<file path="config.mk">
export PLATFORM = sky130hd
export DESIGN_NAME = nn_layer_engine_flat
export DESIGN_NICKNAME = d
export VERILOG_FILES = /design/src/rtl/nn_pkg.sv /design/src/rtl/nn_layer_engine_if.sv /design/src/rtl/nn_mac_unit.sv /design/src/rtl/nn_layer_engine.sv /design/src/flat_wrapper.sv
export SDC_FILE = /design/constraint.sdc
export NUM_CORES = 1
export LEC_CHECK = 0
export ABC_AREA = 0
export BUFFER_PORTS_ARGS = -buffer_cell sky130_fd_sc_hd__buf_2
export CELL_PAD_IN_SITES_DETAIL_PLACEMENT = 1
export CELL_PAD_IN_SITES_GLOBAL_PLACEMENT = 2
export CORE_MARGIN = 2
export CORE_UTILIZATION = 46
export CTS_BUF_LIST = sky130_fd_sc_hd__clkbuf_8
export DETAILED_ROUTE_END_ITERATION = 8
export GPL_TIMING_DRIVEN = 0
export MAX_ROUTING_LAYER = met4
export PLACE_DENSITY_LB_ADDON = 0.1
export SLEW_MARGIN = 20
export SYNTH_ARGS = -nofsm -noshare
export SYNTH_HDL_FRONTEND = slang
export SYNTH_SLANG_ARGS = --single-unit
export TNS_END_PERCENT = 5
</file>
<file path="constraint.sdc">
create_clock -name clk -period 7.9 [get_ports clk]
set_input_delay 0.79 -clock clk [delete_from_list [all_inputs] [get_ports clk]]
set_output_delay 0.79 -clock clk [all_outputs]
set_load 0.01 [all_outputs]
</file>
<file path="src/rtl/nn_pkg.sv">
// rtl/nn_pkg.sv - shared types, activation codes and saturation helper for the layer engine
//
// Contents:
//   state_t       sequencer states
//   ACT_*         activation mode codes (code 3 behaves as identity)
//   saturate()    clip a sign-extended value into a dw-bit signed range
package nn_pkg;

  typedef enum logic [2:0] {
    IDLE,
    LOAD,
    COMPUTE,
    DRAIN,
    WRITEBACK,
    OUTPUT
  } state_t;

  localparam logic [1:0] ACT_IDENTITY = 2'd0;
  localparam logic [1:0] ACT_RELU     = 2'd1;
  localparam logic [1:0] ACT_STEP     = 2'd2;

  // Works on a 64-bit sign-extended value so one helper covers any
  // accumulator width; the caller compares input and output to detect clipping.
  function automatic logic signed [63:0] saturate(input logic signed [63:0] v,
                                                  input int dw);
    logic signed [63:0] hi;
    logic signed [63:0] lo;
    hi = (64'sd1 <<< (dw - 1)) - 64'sd1;
    lo = -hi - 64'sd1;
    if (v > hi) begin
      return hi;
    end else if (v < lo) begin
      return lo;
    end else begin
      return v;
    end
  endfunction

endpackage

</file>
<file path="src/rtl/nn_layer_engine_if.sv">
// rtl/nn_layer_engine_if.sv - input stream, weight RAM port and output stream bundle
//
// Signals:
//   in_valid/in_ready/in_data            input activation stream
//   w_en/w_addr/w_data                   synchronous weight RAM read port (1-cycle latency)
//   out_valid/out_ready/out_data/out_last result stream
// Modports:
//   master  environment side (source of inputs, weight RAM, result sink)
//   slave   engine side
interface nn_layer_engine_if #(
  parameter int N_NODES  = 4,
  parameter int N_LAYERS = 3,
  parameter int DW       = 8,
  parameter int WW       = 8
);
  localparam int AW = $clog2(N_LAYERS * N_NODES);

  logic                  in_valid;
  logic                  in_ready;
  logic [DW-1:0]         in_data;
  logic                  w_en;
  logic [AW-1:0]         w_addr;
  logic [N_NODES*WW-1:0] w_data;
  logic                  out_valid;
  logic                  out_ready;
  logic [DW-1:0]         out_data;
  logic                  out_last;

  modport master (
    output in_valid, in_data, w_data, out_ready,
    input  in_ready, w_en, w_addr, out_valid, out_data, out_last
  );

  modport slave (
    input  in_valid, in_data, w_data, out_ready,
    output in_ready, w_en, w_addr, out_valid, out_data, out_last
  );

endinterface

</file>
<file path="src/rtl/nn_mac_unit.sv">
// rtl/nn_mac_unit.sv - one node: signed MAC accumulator plus shift/saturate/activation writeback path
//
// Ports:
//   clk, reset   clock, synchronous active-high reset
//   clear        zero the accumulator (layer start)
//   en           accumulate act*weight this cycle
//   act, weight  aligned signed operands
//   mode         activation code
//   acc_out      raw accumulator
//   result       activated, saturated node output (combinational from acc)
//   sat          result was clipped during saturation
module nn_mac_unit
  import nn_pkg::*;
#(
  parameter int DW        = 8,
  parameter int WW        = 8,
  parameter int FRAC_BITS = 4,
  parameter int ACC_W     = 18
) (
  input  logic                    clk,
  input  logic                    reset,
  input  logic                    clear,
  input  logic                    en,
  input  logic signed [DW-1:0]    act,
  input  logic signed [WW-1:0]    weight,
  input  logic [1:0]              mode,
  output logic signed [ACC_W-1:0] acc_out,
  output logic signed [DW-1:0]    result,
  output logic                    sat
);

  logic signed [ACC_W-1:0]   acc_q;
  logic signed [ACC_W-1:0]   acc_d;
  logic signed [DW+WW-1:0]   prod;
  logic signed [ACC_W-1:0]   r;
  logic signed [63:0]        r_ext;
  logic signed [63:0]        r_sat;
  logic signed [DW-1:0]      r_dw;

  assign prod    = act * weight;
  assign acc_out = acc_q;

  always_comb begin
    acc_d = acc_q;
    if (clear) begin
      acc_d = '0;
    end else if (en) begin
      acc_d = acc_q + ACC_W'(prod);
    end
  end

  always_ff @(posedge clk) begin
    if (reset) begin
      acc_q <= '0;
    end else begin
      acc_q <= acc_d;
    end
  end

  always_comb begin
    r      = acc_q >>> FRAC_BITS;
    r_ext  = 64'(r);
    r_sat  = saturate(r_ext, DW);
    r_dw   = r_sat[DW-1:0];
    sat    = (r_sat != r_ext);
    result = r_dw;
    case (mode)
      ACT_RELU: result = r_dw[DW-1] ? '0 : r_dw;
      ACT_STEP: result = (r_dw > 0) ? DW'(1) : '0;
      default:  result = r_dw;
    endcase
  end

endmodule

</file>
<file path="src/rtl/nn_layer_engine.sv">
// rtl/nn_layer_engine.sv - N_NODES-wide fully connected engine evaluating N_LAYERS layers per run
//
// Ports:
//   clk, reset   clock, synchronous active-high reset
//   start        begin a run (sampled in IDLE)
//   act_mode     activation code, latched at start
//   bus          slave side of nn_layer_engine_if (input stream, weight RAM, output stream)
//   busy         high in every state except IDLE
//   done         one-cycle pulse after the last output handshake
//   sat_flag     sticky saturation indicator for the current run
module nn_layer_engine
  import nn_pkg::*;
#(
  parameter int N_NODES   = 4,
  parameter int N_LAYERS  = 3,
  parameter int DW        = 8,
  parameter int WW        = 8,
  parameter int FRAC_BITS = 4
) (
  input  logic                clk,
  input  logic                reset,
  input  logic                start,
  input  logic [1:0]          act_mode,
  nn_layer_engine_if.slave    bus,
  output logic                busy,
  output logic                done,
  output logic                sat_flag
);

  localparam int IW    = $clog2(N_NODES);
  localparam int LW    = (N_LAYERS > 1) ? $clog2(N_LAYERS) : 1;
  localparam int AW    = $clog2(N_LAYERS * N_NODES);
  localparam int ACC_W = DW + WW + $clog2(N_NODES);

  state_t                 state_q, state_d;
  logic [IW-1:0]          idx_q;
  logic [IW-1:0]          k_q;
  logic [LW-1:0]          layer_q;
  logic [1:0]             mode_q;
  logic                   sat_q;
  logic                   done_q;
  logic                   mac_en_q;
  logic signed [DW-1:0]   act_q [N_NODES];
  logic signed [DW-1:0]   act_dly_q;

  logic                   in_fire;
  logic                   out_fire;
  logic                   last_idx;
  logic                   last_k;
  logic                   last_layer;
  logic                   acc_clear;

  logic signed [DW-1:0]    res_w [N_NODES];
  logic [N_NODES-1:0]      sat_w;
  logic signed [ACC_W-1:0] acc_unused [N_NODES];

  assign last_idx   = (idx_q == IW'(N_NODES - 1));
  assign last_k     = (k_q == IW'(N_NODES - 1));
  assign last_layer = (layer_q == LW'(N_LAYERS - 1));
  assign done       = done_q;
  assign sat_flag   = sat_q;

  always_comb begin
    state_d       = state_q;
    busy          = (state_q != IDLE);
    bus.in_ready  = 1'b0;
    bus.w_en      = 1'b0;
    bus.w_addr    = '0;
    bus.out_valid = 1'b0;
    bus.out_data  = '0;
    bus.out_last  = 1'b0;
    in_fire       = 1'b0;
    out_fire      = 1'b0;

    case (state_q)
      IDLE: begin
        if (start) state_d = LOAD;
      end
      LOAD: begin
        bus.in_ready = 1'b1;
        in_fire      = bus.in_valid;
        if (in_fire && last_idx) state_d = COMPUTE;
      end
      COMPUTE: begin
        bus.w_en   = 1'b1;
        bus.w_addr = AW'(int'(layer_q) * N_NODES + int'(k_q));
        if (last_k) state_d = DRAIN;
      end
      DRAIN: begin
        state_d = WRITEBACK;
      end
      WRITEBACK: begin
        state_d = last_layer ? OUTPUT : COMPUTE;
      end
      OUTPUT: begin
        bus.out_valid = 1'b1;
        bus.out_data  = act_q[idx_q];
        bus.out_last  = last_idx;
        out_fire      = bus.out_ready;
        if (out_fire && last_idx) state_d = IDLE;
      end
      default: begin
        state_d = IDLE;
      end
    endcase

    // Accumulators restart on every entry into COMPUTE, from LOAD or WRITEBACK.
    acc_clear = (state_d == COMPUTE) && (state_q != COMPUTE);
  end

  always_ff @(posedge clk) begin
    if (reset) begin
      state_q   <= IDLE;
      idx_q     <= '0;
      k_q       <= '0;
      layer_q   <= '0;
      mode_q    <= '0;
      sat_q     <= 1'b0;
      done_q    <= 1'b0;
      mac_en_q  <= 1'b0;
      act_dly_q <= '0;
      for (int i = 0; i < N_NODES; i++) act_q[i] <= '0;
    end else begin
      state_q   <= state_d;
      done_q    <= 1'b0;
      // Weight word for step k arrives one cycle after its read, so the
      // activation operand and MAC enable are delayed by the same amount.
      mac_en_q  <= (state_q == COMPUTE);
      act_dly_q <= act_q[k_q];

      case (state_q)
        IDLE: begin
          if (start) begin
            sat_q  <= 1'b0;
            mode_q <= act_mode;
            idx_q  <= '0;
          end
        end
        LOAD: begin
          if (in_fire) begin
            act_q[idx_q] <= bus.in_data;
            if (last_idx) begin
              idx_q   <= '0;
              k_q     <= '0;
              layer_q <= '0;
            end else begin
              idx_q <= idx_q + 1'b1;
            end
          end
        end
        COMPUTE: begin
          k_q <= last_k ? '0 : k_q + 1'b1;
        end
        WRITEBACK: begin
          for (int u = 0; u < N_NODES; u++) act_q[u] <= res_w[u];
          if (|sat_w) sat_q <= 1'b1;
          if (last_layer) begin
            idx_q <= '0;
          end else begin
            layer_q <= layer_q + 1'b1;
          end
        end
        OUTPUT: begin
          if (out_fire) begin
            if (last_idx) begin
              idx_q  <= '0;
              done_q <= 1'b1;
            end else begin
              idx_q <= idx_q + 1'b1;
            end
          end
        end
        default: ;
      endcase
    end
  end

  for (genvar u = 0; u < N_NODES; u++) begin : g_unit
    nn_mac_unit #(
      .DW        (DW),
      .WW        (WW),
      .FRAC_BITS (FRAC_BITS),
      .ACC_W     (ACC_W)
    ) u_mac (
      .clk     (clk),
      .reset   (reset),
      .clear   (acc_clear),
      .en      (mac_en_q),
      .act     (act_dly_q),
      .weight  (bus.w_data[u*WW +: WW]),
      .mode    (mode_q),
      .acc_out (acc_unused[u]),
      .result  (res_w[u]),
      .sat     (sat_w[u])
    );
  end

endmodule
</file>
<file path="src/flat_wrapper.sv">
// flat-port wrapper written by rule: the top's interface ports become plain ports
module nn_layer_engine_flat import nn_pkg::*;
#(
  parameter int N_NODES   = 4,
  parameter int N_LAYERS  = 3,
  parameter int DW        = 8,
  parameter int WW        = 8,
  parameter int FRAC_BITS = 4
)
  (clk, reset, start, act_mode, busy, done, sat_flag, bus_in_valid, bus_in_data, bus_w_data, bus_out_ready, bus_in_ready, bus_w_en, bus_w_addr, bus_out_valid, bus_out_data, bus_out_last);
  nn_layer_engine_if #(.N_NODES(N_NODES), .N_LAYERS(N_LAYERS), .DW(DW), .WW(WW)) bus_i ();
  input  logic clk;
  input  logic reset;
  input  logic start;
  input  logic [1:0] act_mode;
  output logic busy;
  output logic done;
  output logic sat_flag;
  input wire logic [$bits(bus_i.in_valid)-1:0] bus_in_valid;
  input wire logic [$bits(bus_i.in_data)-1:0] bus_in_data;
  input wire logic [$bits(bus_i.w_data)-1:0] bus_w_data;
  input wire logic [$bits(bus_i.out_ready)-1:0] bus_out_ready;
  output wire logic [$bits(bus_i.in_ready)-1:0] bus_in_ready;
  output wire logic [$bits(bus_i.w_en)-1:0] bus_w_en;
  output wire logic [$bits(bus_i.w_addr)-1:0] bus_w_addr;
  output wire logic [$bits(bus_i.out_valid)-1:0] bus_out_valid;
  output wire logic [$bits(bus_i.out_data)-1:0] bus_out_data;
  output wire logic [$bits(bus_i.out_last)-1:0] bus_out_last;
  assign bus_i.in_valid = bus_in_valid;
  assign bus_i.in_data = bus_in_data;
  assign bus_i.w_data = bus_w_data;
  assign bus_i.out_ready = bus_out_ready;
  assign bus_in_ready = bus_i.in_ready;
  assign bus_w_en = bus_i.w_en;
  assign bus_w_addr = bus_i.w_addr;
  assign bus_out_valid = bus_i.out_valid;
  assign bus_out_data = bus_i.out_data;
  assign bus_out_last = bus_i.out_last;
  nn_layer_engine #(.N_NODES(N_NODES), .N_LAYERS(N_LAYERS), .DW(DW), .WW(WW), .FRAC_BITS(FRAC_BITS)) u_core (.clk(clk), .reset(reset), .start(start), .act_mode(act_mode), .bus(bus_i), .busy(busy), .done(done), .sat_flag(sat_flag));
endmodule
</file>
==> impl_metrics.env <==
export IMPL_ant_nets=0
export IMPL_cts_root_buf="clkbuf_8"
export IMPL_netlist_top_cell_by_area="fa_1"
export IMPL_ir_drop_mv=0.1017
export IMPL_die_h_um=207.2
export IMPL_final_util_pct=50.04
export IMPL_p_switching_uw=1260
export IMPL_synth_most_common_cell="inv_1"
export IMPL_synthFlopType="dfxtp_1"
export IMPL_vias=14350
export IMPL_syn_nets=2546
export IMPL_routedWlPerCell_um=22.43
export IMPL_setup_tns_ns=0
export IMPL_postSynthAreaPerCell_um2=9.497
export IMPL_synth_distinct_cells=61
export IMPL_met2_usage_pct=47.83
export IMPL_yosys_warnings=0
export IMPL_layout_cells_non_filler=2631
export IMPL_place_area_um2=19960
export IMPL_comb_power_share_pct=55.0
export IMPL_period_needed_ns=7.257
export IMPL_skew_ns=0.01693
export IMPL_p_int_uw=1658
export IMPL_fin_area_um2=20390
export IMPL_cts_tree="done"
export IMPL_tightest_slew_ns=1.087
export IMPL_grt_usage_pct=29.49
export IMPL_first_global_vias=15630
export IMPL_cts_sinks=128
export IMPL_status="completed"
export IMPL_p_total_uw=2918
export IMPL_cp_end_kind="flop"
export IMPL_path_clk_slew_ns=0.08
export IMPL_syn_inst=1999
export IMPL_power_density_nw_per_um2=143.1
export IMPL_p_sw_share_pct=43.17
export IMPL_ys_top_cells_by_area="fa_1 34%, ha_1 12%, dfxtp_1 10%"
export IMPL_syn_area_um2=18980
export IMPL_grt_busiest_layer="met2"
export IMPL_p_leak_uw=0.009829
export IMPL_io_buffers=62
export IMPL_cts_setup_buffers=0
export IMPL_synth_edf_count=32
export IMPL_post_route_period_util_pct=91.86
export IMPL_area_growth_pct=7.382
export IMPL_cp_start_kind="flop"
export IMPL_core_um2=40740
export IMPL_synth_top_cell_area_share_pct=33.74
export IMPL_crit_type="reg -> reg"
export IMPL_cp_max_fo=10
export IMPL_fmax_mhz=137.8
export IMPL_seq_power_share_pct=23.8
export IMPL_met3_usage_pct=3.502
export IMPL_synthArstFlopShare_pct=0
export IMPL_pin_count=66
export IMPL_clock_path_buffers=2
export IMPL_rsz0062_at_grt="false"
export IMPL_dr_pass1_iters=5
export IMPL_setup_viol=0
export IMPL_drc=0
export IMPL_critical_path_required_ns=8.23
export IMPL_grt_max_degree=17
export IMPL_gr_usage_met1_pct=39.21
export IMPL_synth_common_cells="347 x inv_1, 320 x fa_1, 180 x ha_1"
export IMPL_hold_viol=0
export IMPL_drive_gt1_share_pct=6.498
export IMPL_first_iter_violations=768
export IMPL_routed_wl_um=59020
export IMPL_max_cap_violations=0
export IMPL_htreeDepth=4
export IMPL_layout_nets=2627
export IMPL_yosysSeqAreaShare_pct=15.18
export IMPL_placed_cells=2593
export IMPL_grt_first_pass_wirelength_um=92860
export IMPL_antenna_found_initial=4
export IMPL_slew_viol_final=0
export IMPL_die_area_um2=42910
export IMPL_cts_resized=0
export IMPL_vias_per_cell=5.455
export IMPL_hold_buffers=0
export IMPL_num_rows=74
export IMPL_maxSlewHeadroom_pct=27.52
export IMPL_fp_dieW_um=207.2
export IMPL_grt_overflow=0
export IMPL_ys_ff_latch=128
export IMPL_crit_arrival_ns=7.59
export IMPL_clock_latency_ns=0.49
export IMPL_place_gp_congestion=0.8866
export IMPL_fillers=4701
export IMPL_start_util_pct=46.60
export IMPL_hold_path_class="reg -> reg"
export IMPL_numCtsBuffers=17
export IMPL_p_clk_share_pct=21.2
export IMPL_dp_hpwl_um=48950
-- per-stage QoR --
stage	worst slack, ns	hold slack [ns]
2_1_floorplan	2.485	0.4604
3_3_place_gp	0.8649	0.4714
3_5_place_dp	0.7118	0.4877
4_1_cts	0.6680	0.5074
5_1_grt	0.4099	0.5384
6_report	0.6428	0.5065
-- flip-flops by register name, indices dropped and copies added (netlist names), named ones only --
name and flops:
u_core.state_q 3, u_core.act_dly_q 8, u_core.g_unit.u_mac.acc_out 72, u_core.k_q 2, u_core.mode_q 2, u_core.done 1
u_core.act_q 32, u_core.idx_q 2, u_core.sat_flag 1, u_core.mac_en_q 1, u_core.layer_q 2
-- cell usage in the layout, fill, tap and decap left out, types with 50 or more instances in the layout --
master   synthesis  routed
nand2_1        178     178
and2_1         142     142
inv_1          347     347
xnor2_1         50      50
nor2_1         115     115
dfxtp_1         96      96
fa_1           320     320
ha_1           180     180
a21oi_1         76      76
buf_2           13      75
-- logic make-up (layout without fill, tap and decap cells) --
group           count (synthesis)  count (layout)  synth area share [%]
flops                         128             128                 15.18
xor+xnor                       73              73                 3.368
compound gates                225             225                 7.072
simple gates                  589             589                 15.82
fa+ha+maj                     500             500                 45.61
other cells                     0               6                     0
buf+inv                       419             513                 8.390
mux                            65              65                 4.554
-- layout make-up --
| cell class | count | area [um^2] | area share, % |
|---|---|---|---|
| Buffer | 68 | 276.5 | 1.356 |
| Tap cell | 532 | 665.6 | 3.265 |
| Multi-Input combinational cell | 1452 | 14510 | 71.17 |
| Clock buffer | 19 | 261.5 | 1.283 |
| Timing Repair Buffer | 62 | 310.3 | 1.522 |
| Inverter | 351 | 1318 | 6.463 |
| Antenna cell | 6 | 15.01 | 0.07365 |
| Sequential cell | 128 | 2883 | 14.14 |
| Clock inverter | 13 | 147.6 | 0.7242 |
-- power by group through the flow --
stage	Clock (uW)	Sequential [uW]	Combinational, uW
floorplan	0	701	1190
global placement	0	708	1560
detailed placement	0	709	1610
CTS	626	693	1630
global route	649	695	1840
finish	619	694	1610
-- worst paths after layout --
kind | from | to | slack (ns) | cells after the start
worst max register to register | u_core.act_dly_q[7] | u_core.g_unit[2].u_mac.acc_out[14] | 0.64 | 16
worst min register to register | u_core.g_unit[0].u_mac.acc_out[2] | u_core.g_unit[0].u_mac.acc_out[2] | 0.51 | 2
worst max-delay path | u_core.act_dly_q[7] | u_core.g_unit[2].u_mac.acc_out[14] | 0.64 | 16
worst min-delay path | u_core.g_unit[0].u_mac.acc_out[2] | u_core.g_unit[0].u_mac.acc_out[2] | 0.51 | 2
-- critical path: stages, from the launching register on --
cell and delay, ns:
dfxtp_1 0.71, clkbuf_1 0.86, clkbuf_1 0.84, nand2_1 0.37, fa_1 0.91, fa_1 0.49
inv_1 0.08, fa_1 0.42, fa_1 0.44, ha_1 0.29, ha_1 0.36, a2111oi_0 0.39
o21ai_1 0.19, nand4_1 0.17, nor2b_1 0.17, xor2_1 0.28, o21ai_1 0.09
-- layer usage --
| layer | part of all wire [%] | vias up | wire (um) |
|---|---|---|---|
| met5 | 0 | - | 0 |
| met4 | 2.9 | 0 | 1702 |
| met3 | 4.1 | 74 | 2431 |
| met2 | 48 | 295 | 28420 |
| met1 | 45 | 7459 | 26460 |
| li1 | - | 6524 | - |
No activity file was read; power rests on OpenSTA's default activity.
